$ cat src/rtl/pipe_instr_issue_if.sv
// ============================================================================
// Module      : pipe_instr_issue_if
// Description : Host/pipeline signal bundle for the instruction issue unit.
// Revision    : 1.0 - initial release
// ============================================================================
`default_nettype none

interface pipe_instr_issue_if #(
  parameter int AW = 5
);
  logic          prog_we;
  logic [AW-1:0] prog_addr;
  logic [31:0]   prog_data;
  logic [AW:0]   prog_len;
  logic          start;
  logic          pause;
  logic [31:0]   InstrOut;
  logic          WriteEnable;
  logic          busy;
  logic          done;
  logic [AW:0]   issued_cnt;
  logic [7:0]    stall_cnt;

  modport master (
    output prog_we, prog_addr, prog_data, prog_len, start, pause,
    input  InstrOut, WriteEnable, busy, done, issued_cnt, stall_cnt
  );

  modport slave (
    input  prog_we, prog_addr, prog_data, prog_len, start, pause,
    output InstrOut, WriteEnable, busy, done, issued_cnt, stall_cnt
  );
endinterface

`default_nettype wire

$ cat src/rtl/pipe_instr_issue.sv
// ============================================================================
// Module      : pipe_instr_issue
// Description : Issues a host-loaded program into the pipeline, one word per
//               clock. Define PIPE_ISSUE_HAZARD_EN to insert RAW-hazard bubbles.
// Revision    : 1.0 - initial release
// ============================================================================
`default_nettype none

module pipe_instr_issue #(
  parameter int AW         = 5,
  parameter int HAZ_WINDOW = 3
) (
  input  wire logic         clk,
  input  wire logic         rst,
  pipe_instr_issue_if.slave bus
);
  localparam int DEPTH = 1 << AW;
  localparam logic [AW:0] LEN_ONE = {{AW{1'b0}}, 1'b1};

  typedef enum logic [1:0] {
    S_IDLE = 2'd0,
    S_RUN  = 2'd1,
    S_DONE = 2'd2
  } state_e;

  state_e      state_q;
  logic [31:0] mem_q [DEPTH];
  logic [AW:0] pc_q, len_q, issued_q;
  logic [31:0] instr_q;
  logic        we_q, busy_q, done_q;
  logic [31:0] fetch_w;
  logic        start_w;
  logic        hazard_w;
  logic [7:0]  stall_w;

  assign fetch_w = mem_q[pc_q[AW-1:0]];
  assign start_w = (state_q != S_RUN) && bus.start;

  // Program store has no reset; writes are locked out while a run is active.
  always_ff @(posedge clk) begin
    if (bus.prog_we && (state_q != S_RUN))
      mem_q[bus.prog_addr] <= bus.prog_data;
  end

`ifdef PIPE_ISSUE_HAZARD_EN
  logic       hv_q  [HAZ_WINDOW];
  logic [4:0] hrd_q [HAZ_WINDOW];
  logic [7:0] stall_q;
  logic       is_r_w;
  logic       slot_issue_w;

  assign is_r_w = (fetch_w[31:28] == 4'b0100);

  always_comb begin
    hazard_w = 1'b0;
    for (int i = 0; i < HAZ_WINDOW; i++) begin
      if (hv_q[i] && ((hrd_q[i] == fetch_w[20:16]) ||
                      (is_r_w && (hrd_q[i] == fetch_w[15:11]))))
        hazard_w = 1'b1;
    end
  end

  assign slot_issue_w = !bus.pause && (pc_q != len_q) && !hazard_w;

  // Slot 0 is the most recent issue slot; bubbles shift in as invalid entries.
  always_ff @(posedge clk or posedge rst) begin
    if (rst) begin
      for (int i = 0; i < HAZ_WINDOW; i++) begin
        hv_q[i]  <= 1'b0;
        hrd_q[i] <= 5'd0;
      end
      stall_q <= 8'd0;
    end else if (start_w) begin
      for (int i = 1; i < HAZ_WINDOW; i++) begin
        hv_q[i]  <= 1'b0;
        hrd_q[i] <= 5'd0;
      end
      hv_q[0]  <= (bus.prog_len != '0);
      hrd_q[0] <= mem_q[0][25:21];
      stall_q  <= 8'd0;
    end else if (state_q == S_RUN) begin
      for (int i = HAZ_WINDOW - 1; i > 0; i--) begin
        hv_q[i]  <= hv_q[i-1];
        hrd_q[i] <= hrd_q[i-1];
      end
      hv_q[0]  <= slot_issue_w;
      hrd_q[0] <= fetch_w[25:21];
      if (!bus.pause && (pc_q != len_q) && hazard_w && (stall_q != 8'hFF))
        stall_q <= stall_q + 8'd1;
    end
  end

  assign stall_w = stall_q;
`else
  assign hazard_w = 1'b0;
  assign stall_w  = 8'd0;
`endif

  always_ff @(posedge clk or posedge rst) begin
    if (rst) begin
      state_q  <= S_IDLE;
      pc_q     <= '0;
      len_q    <= '0;
      issued_q <= '0;
      instr_q  <= 32'd0;
      we_q     <= 1'b0;
      busy_q   <= 1'b0;
      done_q   <= 1'b0;
    end else begin
      case (state_q)
        S_IDLE, S_DONE: begin
          instr_q <= 32'd0;
          we_q    <= 1'b0;
          if (bus.start) begin
            len_q    <= bus.prog_len;
            issued_q <= '0;
            pc_q     <= '0;
            done_q   <= 1'b0;
            if (bus.prog_len == '0) begin
              state_q <= S_DONE;
              done_q  <= 1'b1;
              busy_q  <= 1'b0;
            end else begin
              state_q  <= S_RUN;
              busy_q   <= 1'b1;
              instr_q  <= mem_q[0];
              we_q     <= 1'b1;
              pc_q     <= LEN_ONE;
              issued_q <= LEN_ONE;
            end
          end
        end
        S_RUN: begin
          if (bus.pause || hazard_w && (pc_q != len_q)) begin
            instr_q <= 32'd0;
            we_q    <= 1'b0;
          end else if (pc_q == len_q) begin
            instr_q <= 32'd0;
            we_q    <= 1'b0;
            state_q <= S_DONE;
            done_q  <= 1'b1;
            busy_q  <= 1'b0;
          end else begin
            instr_q  <= fetch_w;
            we_q     <= 1'b1;
            pc_q     <= pc_q + LEN_ONE;
            issued_q <= issued_q + LEN_ONE;
          end
        end
        default: state_q <= S_IDLE;
      endcase
    end
  end

  assign bus.InstrOut    = instr_q;
  assign bus.WriteEnable = we_q;
  assign bus.busy        = busy_q;
  assign bus.done        = done_q;
  assign bus.issued_cnt  = issued_q;
  assign bus.stall_cnt   = stall_w;
endmodule

`default_nettype wire
$ cat src/flat_wrapper.sv
// flat-port wrapper written by rule: the top's interface ports become plain ports
module pipe_instr_issue_flat 
#(
  parameter int AW         = 5,
  parameter int HAZ_WINDOW = 3
)
  (clk, rst, bus_prog_we, bus_prog_addr, bus_prog_data, bus_prog_len, bus_start, bus_pause, bus_InstrOut, bus_WriteEnable, bus_busy, bus_done, bus_issued_cnt, bus_stall_cnt);
  pipe_instr_issue_if #(.AW(AW)) bus_i ();
  input  wire logic clk;
  input  wire logic rst;
  input wire logic [$bits(bus_i.prog_we)-1:0] bus_prog_we;
  input wire logic [$bits(bus_i.prog_addr)-1:0] bus_prog_addr;
  input wire logic [$bits(bus_i.prog_data)-1:0] bus_prog_data;
  input wire logic [$bits(bus_i.prog_len)-1:0] bus_prog_len;
  input wire logic [$bits(bus_i.start)-1:0] bus_start;
  input wire logic [$bits(bus_i.pause)-1:0] bus_pause;
  output wire logic [$bits(bus_i.InstrOut)-1:0] bus_InstrOut;
  output wire logic [$bits(bus_i.WriteEnable)-1:0] bus_WriteEnable;
  output wire logic [$bits(bus_i.busy)-1:0] bus_busy;
  output wire logic [$bits(bus_i.done)-1:0] bus_done;
  output wire logic [$bits(bus_i.issued_cnt)-1:0] bus_issued_cnt;
  output wire logic [$bits(bus_i.stall_cnt)-1:0] bus_stall_cnt;
  assign bus_i.prog_we = bus_prog_we;
  assign bus_i.prog_addr = bus_prog_addr;
  assign bus_i.prog_data = bus_prog_data;
  assign bus_i.prog_len = bus_prog_len;
  assign bus_i.start = bus_start;
  assign bus_i.pause = bus_pause;
  assign bus_InstrOut = bus_i.InstrOut;
  assign bus_WriteEnable = bus_i.WriteEnable;
  assign bus_busy = bus_i.busy;
  assign bus_done = bus_i.done;
  assign bus_issued_cnt = bus_i.issued_cnt;
  assign bus_stall_cnt = bus_i.stall_cnt;
  pipe_instr_issue #(.AW(AW), .HAZ_WINDOW(HAZ_WINDOW)) u_core (.clk(clk), .rst(rst), .bus(bus_i));
endmodule
$ cat config.mk
export PLATFORM = sky130hd
export DESIGN_NAME = pipe_instr_issue_flat
export DESIGN_NICKNAME = d
export VERILOG_FILES = /design/src/rtl/pipe_instr_issue_if.sv /design/src/rtl/pipe_instr_issue.sv /design/src/flat_wrapper.sv
export SDC_FILE = /design/constraint.sdc
export NUM_CORES = 1
export LEC_CHECK = 0
export CAP_MARGIN = 20
export CORE_MARGIN = 4
export CORE_UTILIZATION = 30
export DETAILED_ROUTE_END_ITERATION = 8
export HOLD_SLACK_MARGIN = 0.03
export SYNTH_ARGS = -nofsm -noshare
export SYNTH_HDL_FRONTEND = slang
export SYNTH_SLANG_ARGS = --single-unit
$ cat constraint.sdc
create_clock -name clk -period 8.1 [get_ports clk]
set_input_delay 1.215 -clock clk [delete_from_list [all_inputs] [get_ports clk]]
set_output_delay 1.215 -clock clk [all_outputs]
set_load 0.005 [all_outputs]
Yosys cells after proc, flatten, opt, wreduce, memory -nomap -nowiden. Memory sizes are Yosys's and may differ from the RTL's. Cells that the tools add are included.

Equality and inequality tests: 8. $add $sub $neg: 2. Reduce and logical (&&, ||, !) cells: 9. Mux-type cells: 34.

Operator list (count): $mux 32 (4); $pmux 32 s2 (1); $mux 6 (5); $pmux 6 s2 (2); $mux 1 (14); $add 6x1->6 const B (2); $mux 2 (4); $reduce_and 4->1 (2); $eq 6x6->1 (1); $logic_not 6->1 (1); $ne 2x2->1 const B (3); $pmux 1 s2 (3); $ne 2x1->1 const B (2); $pmux 2 s2 (1); $reduce_and 3->1 (1); $eq 2x1->1 const B (1); $eq 2x2->1 const B (1); $logic_not 2->1 (1); $reduce_and 2->1 (1); $reduce_bool 2->1 (1); $reduce_or 2->1 (1); $logic_and 1x1->1 (1).

Bits of input ports: 48. Bits in writable memories: 1024. Register bits after elaboration: 55. Word-level logic and storage cells: 62. Memories kept: 1.

Memory list: u_core.mem_q (depth 32, bits a word 32, read ports 2, clocked after memory_dff 0, wr ports 1, line pipe_instr_issue.sv:27) `logic [31:0] mem_q [DEPTH];`.

Longest topological paths before layout.
Depth in word-level cells: 4. Depth in mapped cells: 10. Mapped depth without buffers: 5.

Least setup slack after synthesis. OpenSTA, ideal clock, no wires.

Path kind: input port to flip-flop. From: in bus_prog_addr[1]. To: mem u_core.mem_q[20][0], enable pin. Data arrival time: 3.442 ns. Setup time: 0.421 ns. Data required time: 7.679 ns. Setup slack: 4.237 ns. Path buffers: 1. Stages on the path: 3. Path through: or4b_2 > clkbuf_1 > nor2_1.

RTL lines: from (decl) (line flat_wrapper.sv:12) `input wire logic [$bits(bus_i.prog_addr)-1:0] bus_prog_addr;`; to (decl) (line pipe_instr_issue.sv:27).

No word-level cell before the write port.

Worst setup path in the final report.
From: reg u_core.pc_q[0]. To: reg u_core.instr_q[12] (netlist: u_core.bus.InstrOut[12]).

Cells in the longest elaborated chain, start to end: 4.

RTL lines: from (decl) (line pipe_instr_issue.sv:28) `logic [AW:0] pc_q, len_q, issued_q;`; from (signal assigned) (line pipe_instr_issue.sv:146) `pc_q <= pc_q + LEN_ONE;`; $mem_v2 32x32 / $eq 6x6->1 (equally long branches); $mux 32 (*) (line pipe_instr_issue.sv:137) `end else if (pc_q == len_q) begin`; $mux 32 (*) (line pipe_instr_issue.sv:134) `if (bus.pause || hazard_w && (pc_q != len_q)) begin`; $pmux 32 s2 (*) (line pipe_instr_issue.sv:110) `case (state_q)`; to (signal assigned) (line pipe_instr_issue.sv:126) `instr_q <= mem_q[0];`; to (signal assigned) (line pipe_instr_issue.sv:144) `instr_q <= fetch_w;`; to (decl) (line pipe_instr_issue.sv:29) `logic [31:0] instr_q;`.

Mark *: on every way between the ends. The rest lies on a longest branch, timed or not. A chain may end at the register's enable or synchronous reset.

==> metrics.md <==
| Metric | Value |
|---|---|
| Die Span Y | `~380 um` |
| Num rows | `~140` |
| Area fraction of the dominant cell type after synthesis | `0.740` |
| Fin. max-slew vios | `0` |
| Final Hold Viols | `0` |
| Flop2flop setup slack | `3700 ps` |
| Final sum of negative setup slack | `0 ps` |
| Grt total ovfl | `0` |
| Ratio of cells with drive above 1 in the final layout | `0.220` |
| Worst vdd ir | `~0.00018 V` |
| Critical Path End | `u_core.bus.InstrOut[12]` |
| First-pass GRT wire length | `around 160000 um` |
| Post-synthesis area per instance | `just over 20 um2` |
| Max_cap viols | `0` |
| Layout Skew | `56.4 ps` |
| Largest fanout on the critical path | `71` |
| Yosys warning count | `0` |
| Die footprint | `approximately 140000 um2` |
| Via count | `roughly 21k` |
| Multi-input logic area | `roughly 9000 um2` |
| FF+latch area | `32100 um2` |
| Initial Utilization | `0.302` |
| Pwr dens | `about 310 nW/um2` |
| Status | `completed` |
| Register area share after synthesis | `0.774` |
| Drt pass-1 iters | `7` |
| #FFs+latches synth | `~1.1k` |
| Wire per inst | `27.3 um` |
| Max Fclk | `between 200 and 250 MHz` |
| Hold Path Class | `reg -> reg` |
| Netlist cell types | `48` |
| DRC viols | `0` |
| Vias in the first global route | `21.0k` |
| R2R cell count | `7` |
| Antenna violations before repair | `9` |
| Worst r2r src | `u_core.pc_q[0]` |
| Clock latency on the worst-skew pair | `roughly 690 ps` |
| RSZ-0062 raised after global routing | `no` |
| Dpl hpwl | `~68000 um` |
| Boundary Pins | `97` |
| Synth area leader | `edfxtp_1` |
| Diode count | `0` |
| Crit path launch type | `flip-flop` |
| Hold Buf Count CTS | `0` |
| Final setup viols | `0` |
| Worst-Margin Slew | `about 1200 ps` |
| H-tree depth | `3` |
| Top cells by area, synth | `edfxtp_1, mux4_2, mux2i_1` |
| EDFF count, synth | `slightly above 1k` |
| Final period utilization | `0.543` |
| I/O Buffers | `a little under 90` |
| Area grow syn2layout | `18.0%` |
| Die Span X | `~380 um` |
| Top post-synthesis cells by count | `edfxtp_1, mux4_2, mux2i_1` |
| Total core area | `137000 um2` |
| CTS clock-pin slew for the worst setup and hold paths | `about 60 ps` |
| Post-layout nets | `2222` |
| Mapped Area | `~42000 um2` |
| Root Driver | `clkbuf_16` |
| DRT iter0 DRCs | `2629` |
| Critical path data required time | `between 8000 and 9000 ps` |
| TritonCTS Buffers | `around 110` |
| Mapped Cells | `slightly above 2k` |
| Dpl ws | `between 3000 and 4000 ps` |
| Crit end category | `flip-flop` |
| Post-synth ARST share | `0.0510` |
| Via/cell ratio | `approximately 5.2` |
| TritonCTS clock tree | `yes` |
| Clock Path Buffers | `3` |
| Fillers | `12.6k` |
| GPL Wtd Cong | `between 0.8 and 0.9` |
| GRT Resource Usage Total | `0.149` |
| Final WL | `~110000 um` |
| Largest net degree at the start of global routing | `just under 80` |
| Leakage power | `0.0159 uW` |
| Final WS setup | `~3700 ps` |
| # resized after CTS | `0` |
| Num Clock Sinks | `~1.1k` |
| Primary FF master, synth | `edfxtp_1` |
| WS Path Type | `reg -> reg` |
| Fin crit period | `roughly 4400 ps` |
| Post-DRT Antenna Nets | `0` |
| Count leader, synth | `edfxtp_1` |
| CP startpoint | `u_core.pc_q[0]` |
| FF-to-FF End | `u_core.bus.InstrOut[12]` |
| Slew HR | `0.148` |
| Postcts setup bufs | `0` |
| Critical path arrival | `between 4000 and 5000 ps` |
## report_power, final
part           internal (uW)  total [uW]  switching [uW]
clock network           2940        5040            2110
logic                   1600        3710            2110
registers               6250        6530             282
total                  10800       15300            4500
## area by class of cell
class,instances,area share
clock buffers,128,0.0575
flip-flops and latches,1079,0.656
inverters,7,0.000562
repair buffers,169,0.0395
well taps,1794,0.0458
clock inverters,71,0.0159
multi-input cells,808,0.185
## cell families (layout without fill, tap and decap cells)
family	after synthesis	in the layout	share of synthesized area
flops	1079	1079	0.774
mux	331	331	0.138
compound gates	295	295	0.0513
simple gates	162	162	0.0183
buf+inv	137	375	0.0164
xor+xnor	10	10	0.00211
fa+ha+maj	2	2	0.000602
other cells	1	8	0.0000903
## placed cells by master, fill, tap and decap left out, drive strengths merged, types with 3 or more instances in the layout
cell type	count
clkbuf	128
clkdlybuf4s50	76
a22o	33
nand3b	5
mux2i	139
nand2	53
nand3	29
a2111oi	31
nor2b	3
conb	8
nor2	46
bufinv	14
edfxtp	1024
and3	8
a22oi	31
a21o	26
inv	12
a221o	6
xor2	6
nand2b	3
o211ai	3
o22ai	33
nand4	3
a21oi	67
buf	93
clkinv	47
mux4	192
o221ai	31
clkinvlp	5
o21ai	25
dfrtp	55
xnor2	4
## how the worst min path moves through the flow
stage | cells after the start | slack [ps] | endpoint | start
2_1_floorplan | 2 | 470 | u_core.len_q[0] | u_core.len_q[0]
3_3_place_gp | 2 | 490 | u_core.len_q[5] | u_core.len_q[5]
3_5_place_dp | 2 | 500 | u_core.len_q[3] | u_core.len_q[3]
4_1_cts | 1 | 520 | u_core.bus.issued_cnt[4] | u_core.bus.issued_cnt[4]
5_1_grt | 1 | 540 | u_core.bus.issued_cnt[4] | u_core.bus.issued_cnt[4]
6_report | 2 | 510 | u_core.len_q[5] | u_core.len_q[5]
## critical path, stage by stage, from the launching register on
cell and delay, ps:
dfrtp_4 1070, buf_12 480, mux4_2 640, a22o_1 260
a2111oi_0 1030, buf_4 300, a21oi_1 60, a21o_1 190
## metrics by stage
| step | cells | utilization | hold WS [ps] | instance area (um2) | power [uW] |
|---|---|---|---|---|---|
| 3_5_place_dp | 3845 | 0.328 | 496 | 45100 | 10400 |
| 6_report | 4056 | 0.356 | 513 | 49000 | 15300 |
| 2_1_floorplan | 2024 | - | 465 | 41600 | 8890 |
| 4_1_cts | 4044 | 0.354 | 516 | 48700 | 15400 |
| 3_3_place_gp | 3827 | 0.325 | 495 | 44700 | 10400 |
| 5_1_grt | 4056 | 0.356 | 541 | 49000 | 15900 |
## registers in the layout, indices dropped and copies added, names as in the netlist
register and cells:
u_core.len_q 6, u_core.mem_q 1024, u_core.bus.busy 1, u_core.state_q 2
u_core.pc_q 6, u_core.bus.done 1, u_core.bus.issued_cnt 6, u_core.bus.WriteEnable 1
u_core.bus.InstrOut 32
## metal layers
metal,track usage,wire length [um],part of all wire
met5,0,36,0.00033
met4,0.0313,2060,0.019
met3,0.0391,11200,0.10
met2,0.224,49900,0.45
met1,0.218,47500,0.43
No activity file was read; power rests on OpenSTA's default activity.
